<file path="src/rtl/exe_dmem_req_pkg.sv">
// Shared definitions for the EXE-stage data memory request path.
// Size codes, in-flight limits and the data_sram request bus width.
package exe_dmem_req_pkg;

  localparam logic [1:0] SIZE_B = 2'd0;
  localparam logic [1:0] SIZE_H = 2'd1;
  localparam logic [1:0] SIZE_W = 2'd2;

  localparam int DMEM_MAX_INFLIGHT = 2;
  localparam int DMEM_CNT_W        = 2;

  // req + wr + size + wstrb + addr + wdata
  localparam int DSRAM_REQ_W = 1 + 1 + 2 + 4 + 32 + 32;

endpackage

</file>
<file path="src/rtl/dmem_store_align.sv">
// Store alignment: byte strobes and lane-replicated store data.
// In: size_i, addr_lo_i, we_i, wdata_i. Out: wstrb_o, wdata_o.
module dmem_store_align
  import exe_dmem_req_pkg::*;
(
  input  logic [1:0]  size_i,
  input  logic [1:0]  addr_lo_i,
  input  logic        we_i,
  input  logic [31:0] wdata_i,
  output logic [3:0]  wstrb_o,
  output logic [31:0] wdata_o
);

  always_comb begin
    wstrb_o = 4'b1111;
    wdata_o = wdata_i;
    unique case (1'b1)
      (size_i == SIZE_B): begin
        wstrb_o = 4'b0001 << addr_lo_i;
        wdata_o = {4{wdata_i[7:0]}};
      end
      (size_i == SIZE_H): begin
        wstrb_o = addr_lo_i[1] ? 4'b1100 : 4'b0011;
        wdata_o = {2{wdata_i[15:0]}};
      end
      default: begin
        wstrb_o = 4'b1111;
        wdata_o = wdata_i;
      end
    endcase
    if (!we_i) wstrb_o = 4'b0000;
  end

endmodule

</file>
<file path="src/rtl/exe_dmem_req.sv">
// EXE-stage data_sram request issue, in-flight tracking, stale-response filter.
// Ports: EXE instr (exe_*_i), MEM handshake, flush, data_sram channel, MEM response.
module exe_dmem_req
  import exe_dmem_req_pkg::*;
#(
  parameter int MAX_INFLIGHT = DMEM_MAX_INFLIGHT,
  parameter int CNT_W        = DMEM_CNT_W
) (
  input  logic        clk,
  input  logic        rst_n,
  input  logic        exe_valid_i,
  input  logic        exe_mem_req_i,
  input  logic        exe_we_i,
  input  logic [1:0]  exe_size_i,
  input  logic [31:0] exe_addr_i,
  input  logic [31:0] exe_wdata_i,
  input  logic        mem_allowin_i,
  input  logic        excep_flush_i,
  output logic        data_sram_req_o,
  output logic        data_sram_wr_o,
  output logic [1:0]  data_sram_size_o,
  output logic [3:0]  data_sram_wstrb_o,
  output logic [31:0] data_sram_addr_o,
  output logic [31:0] data_sram_wdata_o,
  input  logic        data_sram_addr_ok_i,
  input  logic        data_sram_data_ok_i,
  input  logic [31:0] data_sram_rdata_i,
  output logic        exe_ready_go_o,
  output logic        mem_data_ok_o,
  output logic [31:0] mem_rdata_o
);

  logic             req_sent_q, req_sent_d;
  logic [CNT_W-1:0] inflight_q, inflight_d;
  logic [CNT_W-1:0] cancel_q, cancel_d;
  logic             fire, hand_off, room, cancel_idle;

  assign room        = (inflight_q < CNT_W'(MAX_INFLIGHT));
  assign cancel_idle = (cancel_q == '0);

  // rst_n gates the request so it drops the instant reset asserts,
  // even though the cleared counters would otherwise allow it.
  assign data_sram_req_o = rst_n & exe_valid_i & exe_mem_req_i
                         & ~req_sent_q & ~excep_flush_i
                         & room & cancel_idle;

  assign fire           = data_sram_req_o & data_sram_addr_ok_i;
  assign exe_ready_go_o = ~exe_mem_req_i | req_sent_q | fire;
  assign hand_off       = exe_valid_i & exe_ready_go_o & mem_allowin_i;

  assign data_sram_wr_o   = exe_we_i;
  assign data_sram_size_o = exe_size_i;
  assign data_sram_addr_o = exe_addr_i;

  dmem_store_align u_align (
    .size_i    (exe_size_i),
    .addr_lo_i (exe_addr_i[1:0]),
    .we_i      (exe_we_i),
    .wdata_i   (exe_wdata_i),
    .wstrb_o   (data_sram_wstrb_o),
    .wdata_o   (data_sram_wdata_o)
  );

  // Responses owed to flushed instructions are swallowed here.
  assign mem_data_ok_o = rst_n & data_sram_data_ok_i & cancel_idle;
  assign mem_rdata_o   = data_sram_rdata_i;

  always_comb begin
    req_sent_d = req_sent_q;
    if (excep_flush_i)
      req_sent_d = 1'b0;
    else if (hand_off)
      req_sent_d = 1'b0;
    else if (fire)
      req_sent_d = 1'b1;
  end

  always_comb begin
    inflight_d = inflight_q + CNT_W'(fire)
               - CNT_W'(data_sram_data_ok_i);
  end

  // A flush marks everything still outstanding as stale; a response
  // landing in the flush cycle itself is not counted.
  always_comb begin
    cancel_d = cancel_q;
    if (excep_flush_i)
      cancel_d = inflight_q - CNT_W'(data_sram_data_ok_i);
    else if (!cancel_idle && data_sram_data_ok_i)
      cancel_d = cancel_q - CNT_W'(1);
  end

  always_ff @(posedge clk or negedge rst_n) begin
    if (!rst_n) begin
      req_sent_q <= 1'b0;
      inflight_q <= '0;
      cancel_q   <= '0;
    end else begin
      req_sent_q <= req_sent_d;
      inflight_q <= inflight_d;
      cancel_q   <= cancel_d;
    end
  end

  a_no_underflow: assert property (
    @(posedge clk) disable iff (!rst_n)
    data_sram_data_ok_i |-> (inflight_q != '0)
  );

endmodule

</file>
<file path="config.mk">
export PLATFORM = sky130hd
export DESIGN_NAME = exe_dmem_req
export DESIGN_NICKNAME = d
export VERILOG_FILES = /design/src/rtl/exe_dmem_req_pkg.sv /design/src/rtl/dmem_store_align.sv /design/src/rtl/exe_dmem_req.sv
export SDC_FILE = /design/constraint.sdc
export NUM_CORES = 1
export LEC_CHECK = 0
export ABC_AREA = 1
export CORE_ASPECT_RATIO = 2
export CORE_MARGIN = 8
export CORE_UTILIZATION = 25
export CTS_BUF_LIST = sky130_fd_sc_hd__clkbuf_16
export CTS_CLUSTER_DIAMETER = 60
export DETAILED_ROUTE_END_ITERATION = 6
export PLACE_DENSITY_LB_ADDON = 0.3
export SYNTH_ARGS = -nofsm -noshare
export SYNTH_HDL_FRONTEND = slang
export SYNTH_SLANG_ARGS = --single-unit
</file>
<file path="constraint.sdc">
create_clock -name clk -period 3.2 [get_ports clk]
set_clock_uncertainty 0.05 [all_clocks]
set_input_delay 0.96 -clock clk [delete_from_list [all_inputs] [get_ports clk]]
set_output_delay 0.96 -clock clk [all_outputs]
set_load 0.05 [all_outputs]
</file>
==> results.py, run 1 <==
metrics = {
    "critical_path": {
        "r2r-start": "cancel_q[0]",
        "reg2reg_depth": 10,
        "r2r-end": "inflight_q[1]",
        "path_max_fanout": 6,
        "timing.critical_path.from": "exe_size_i[1]",
        "cp-start-kind": "input pin",
        "end_kind": "output port",
        "arrival_ps": 2140,
        "required_ps": 2190,
        "critPathKind": "input pin to output port",
        "r2r_slack_ps": 1300,
    },
    "floorplan": {
        "ios": 213,
        "die-area_mm2": 0.00829,
        "coreArea_mm2": 0.00537,
        "die_y_um": 121,
        "row_count": 38,
        "initial_core_util_pct": 25.7,
        "die_x_um": 68.5,
    },
    "sta": {
        "worstMarginPinSlew_ps": 446,
        "min_period_ps": 3150,
        "finalMaxSlewViolations": 0,
        "rsz0062_at_grt": "yes",
        "maxSlewHeadroom_pct": 70.3,
        "hold_viol_final": 0,
        "fin_crit_sh_pct": 98.6,
        "fmax_mhz": 317,
        "fin_ws_ps": 45.1,
        "setup_viol": 0,
    },
    "clock_tree": {
        "cts_buffers": 3,
        "cts_setup_buffers": 0,
        "cts_buffer_depth": 2,
        "h-tree-depth": 1,
        "root_buffer": "clkbuf_16",
        "clkLatencyLatePin_ps": 230,
        "clk_pin_slew_ps": 30,
        "cts_tree": "built",
        "clock_sinks": 5,
    },
    "job": {
        "maxCapViolCount": 0,
    },
    "status": {
        "status": "finished clean",
    },
    "cells_and_area": {
        "n_fill_cell": 510,
        "postLayoutCellArea_mm2": 0.00234,
        "drive_above_1_share_pct": 35.7,
        "diodes": 0,
        "syn_to_final_growth_pct": 69.9,
        "finalNetCount": 342,
    },
    "power": {
        "pwr_density_cell_mw_per_mm2": 375,
        "leakagePower_uw": 0.00116,
        "ir_drop_v": 0.000309,
        "total_power_uw": 879,
    },
    "yosys": {
        "synth-seq-area-share_pct": 9.07,
        "yosys.area.top_type": "buf_4",
        "synthCells": 204,
        "netlist.area_leader.share_pct": 40.8,
        "syn_nets": 315,
        "netlist_area_mm2": 0.00138,
        "synth_area_leaders": "buf_4, nand2_1, dfrtp_1, inv_1, nand2_4",
        "synth_cell_types": 24,
        "ys_ff_latch": 5,
        "postSynthAreaPerCell_um2": 6.76,
        "ys.warnings.count": 0,
    },
    "route": {
        "drc_errors": 0,
        "vias_per_cell": 4.43,
        "wirelength_um": 5020,
        "drt_first_pass_iters": 4,
        "drt_iter0_drc": 45,
        "ant_nets": 0,
        "avgRoutedWirePerCell_um": 17.3,
        "dr_total_vias": 1286,
    },
    "global_route": {
        "grt_antenna_before_repair": 0,
        "grt_overflow": 0,
        "grt_pass1_vias": 1339,
        "track_usage_pct": 11.1,
        "grt_first_pass_wirelength_um": 6800,
        "grt_max_degree": 15,
    },
    "place": {
        "port_buffers": 88,
        "post-place-ws_ps": -140,
        "gp_congestion": 0.771,
        "place_area_mm2": 0.00225,
        "hpwl_um": 4390,
    },
    "hold_path": {
        "min-delay-start": "inflight_q[0]",
        "hold_end": "inflight_q[0]",
        "holdCritPathClass": "register to register",
        "worstHoldPathCells": 1,
    },
}
[placed cells by master, fill, tap and decap left out, types with 3 or more instances in the layout]
cell              n
clkdlybuf4s50_1  42
a21oi_1           6
o211ai_1          4
nor2_1            5
inv_2             4
o21ai_0           3
inv_1            16
nand2_4           5
buf_12           43
nand3_2           4
clkbuf_16         3
o21ai_2           3
dfrtp_1           5
ha_1              4
nand2_1          55
o21ai_1           3
buf_4            13
[layout make-up]
cell class | count | area (um2) | area share [%]
multi-input cells | 102 | 596 | 25.4
clock inverters | 1 | 3.75 | 0.160
repair buffers | 100 | 1400 | 59.6
well taps | 60 | 75.1 | 3.21
flip-flops and latches | 5 | 125 | 5.34
clock buffers | 3 | 75.1 | 3.21
inverters | 19 | 71.3 | 3.04
[logic make-up after synthesis]
| logic type | Yosys count | share of synthesized area, % |
|---|---|---|
| AOI/OAI and AO/OA | 21 | 10.3 |
| and+or+nand+nor | 73 | 26.1 |
| buffers and inverters | 98 | 49.0 |
| DFF | 5 | 9.07 |
| adders and majority gates | 4 | 3.63 |
| xor gates and xnor gates | 3 | 1.91 |
[through the flow]
step	setup TNS [ps]	utilization (%)	cells	hold slack, ps
finish	0	43.6	290	445
global route	-57.1	43.6	290	479
CTS	0	43.6	290	451
detailed placement	-2540	42.0	285	443
global placement	-1970	42.0	285	440
floorplan	0	-	204	428
[synthesized netlist by cell type, drive strengths merged]
cell type and count:
nand2 61, xor2 2, nand3 4, nor4 1, a21oi 6, xnor2 1
o211ai 6, o21ai 9, ha 4, inv 19, nor2 7, dfrtp 5
buf 79
[worst max-delay path by stage]
| stage | to | slack, ps | depth (start not counted) |
|---|---|---|---|
| after global routing | data_sram_wstrb_o[2] | -20 | 5 |
| after floorplan | data_sram_wstrb_o[1] | 100 | 4 |
| final | data_sram_wstrb_o[0] | 50 | 5 |
| after CTS | data_sram_wstrb_o[2] | 50 | 5 |
| after global placement | data_sram_wdata_o[24] | -120 | 6 |
| after detailed placement | data_sram_wstrb_o[1] | -140 | 6 |
[where the power goes]
| group | switching, uW | internal [uW] |
|---|---|---|
| logic | 306 | 265 |
| registers | 12.1 | 89.9 |
| clock network | 44.0 | 162 |
| total | 362 | 517 |
[metal layers]
metal  wire length [um]  vias to the layer above  track usage (%)
li1                   -                      612                -
met2               2720                       68             21.4
met3                582                       52             2.50
met5                  0                        -                0
met1               1330                      554             7.89
met4                382                        0             10.2
[repair_timing]
action                                  4_1_cts  5_1_grt
cloned                                        1        0
resized for setup                             2        0
pin swaps                                     1        0
endpoints found under the setup margin       27        4
hold buffers                                  0        0
[registers in the layout, indices dropped and copies added (netlist names)]
name	flops
inflight_q	2
cancel_q	2
req_sent_q	1
[worst max-delay path, cell delays in order]
cell	delay, ps
dlygate4sd2_1	480
inv_2	110
buf_4	180
a21oi_1	240
buf_12	180
Power figures use the tool's default switching activity.
==> inputs of run 2 (changes only) <==
--- a/config.mk
+++ b/config.mk
@@ -6,6 +6,7 @@
 export NUM_CORES = 1
 export LEC_CHECK = 0
 export ABC_AREA = 1
+export ABC_CLOCK_PERIOD_IN_PS = 3200
 export CORE_ASPECT_RATIO = 2
 export CORE_MARGIN = 8
 export CORE_UTILIZATION = 25
==> results of run 2 <==
The final DEF is identical to that of run 1; final timing and power are the same.
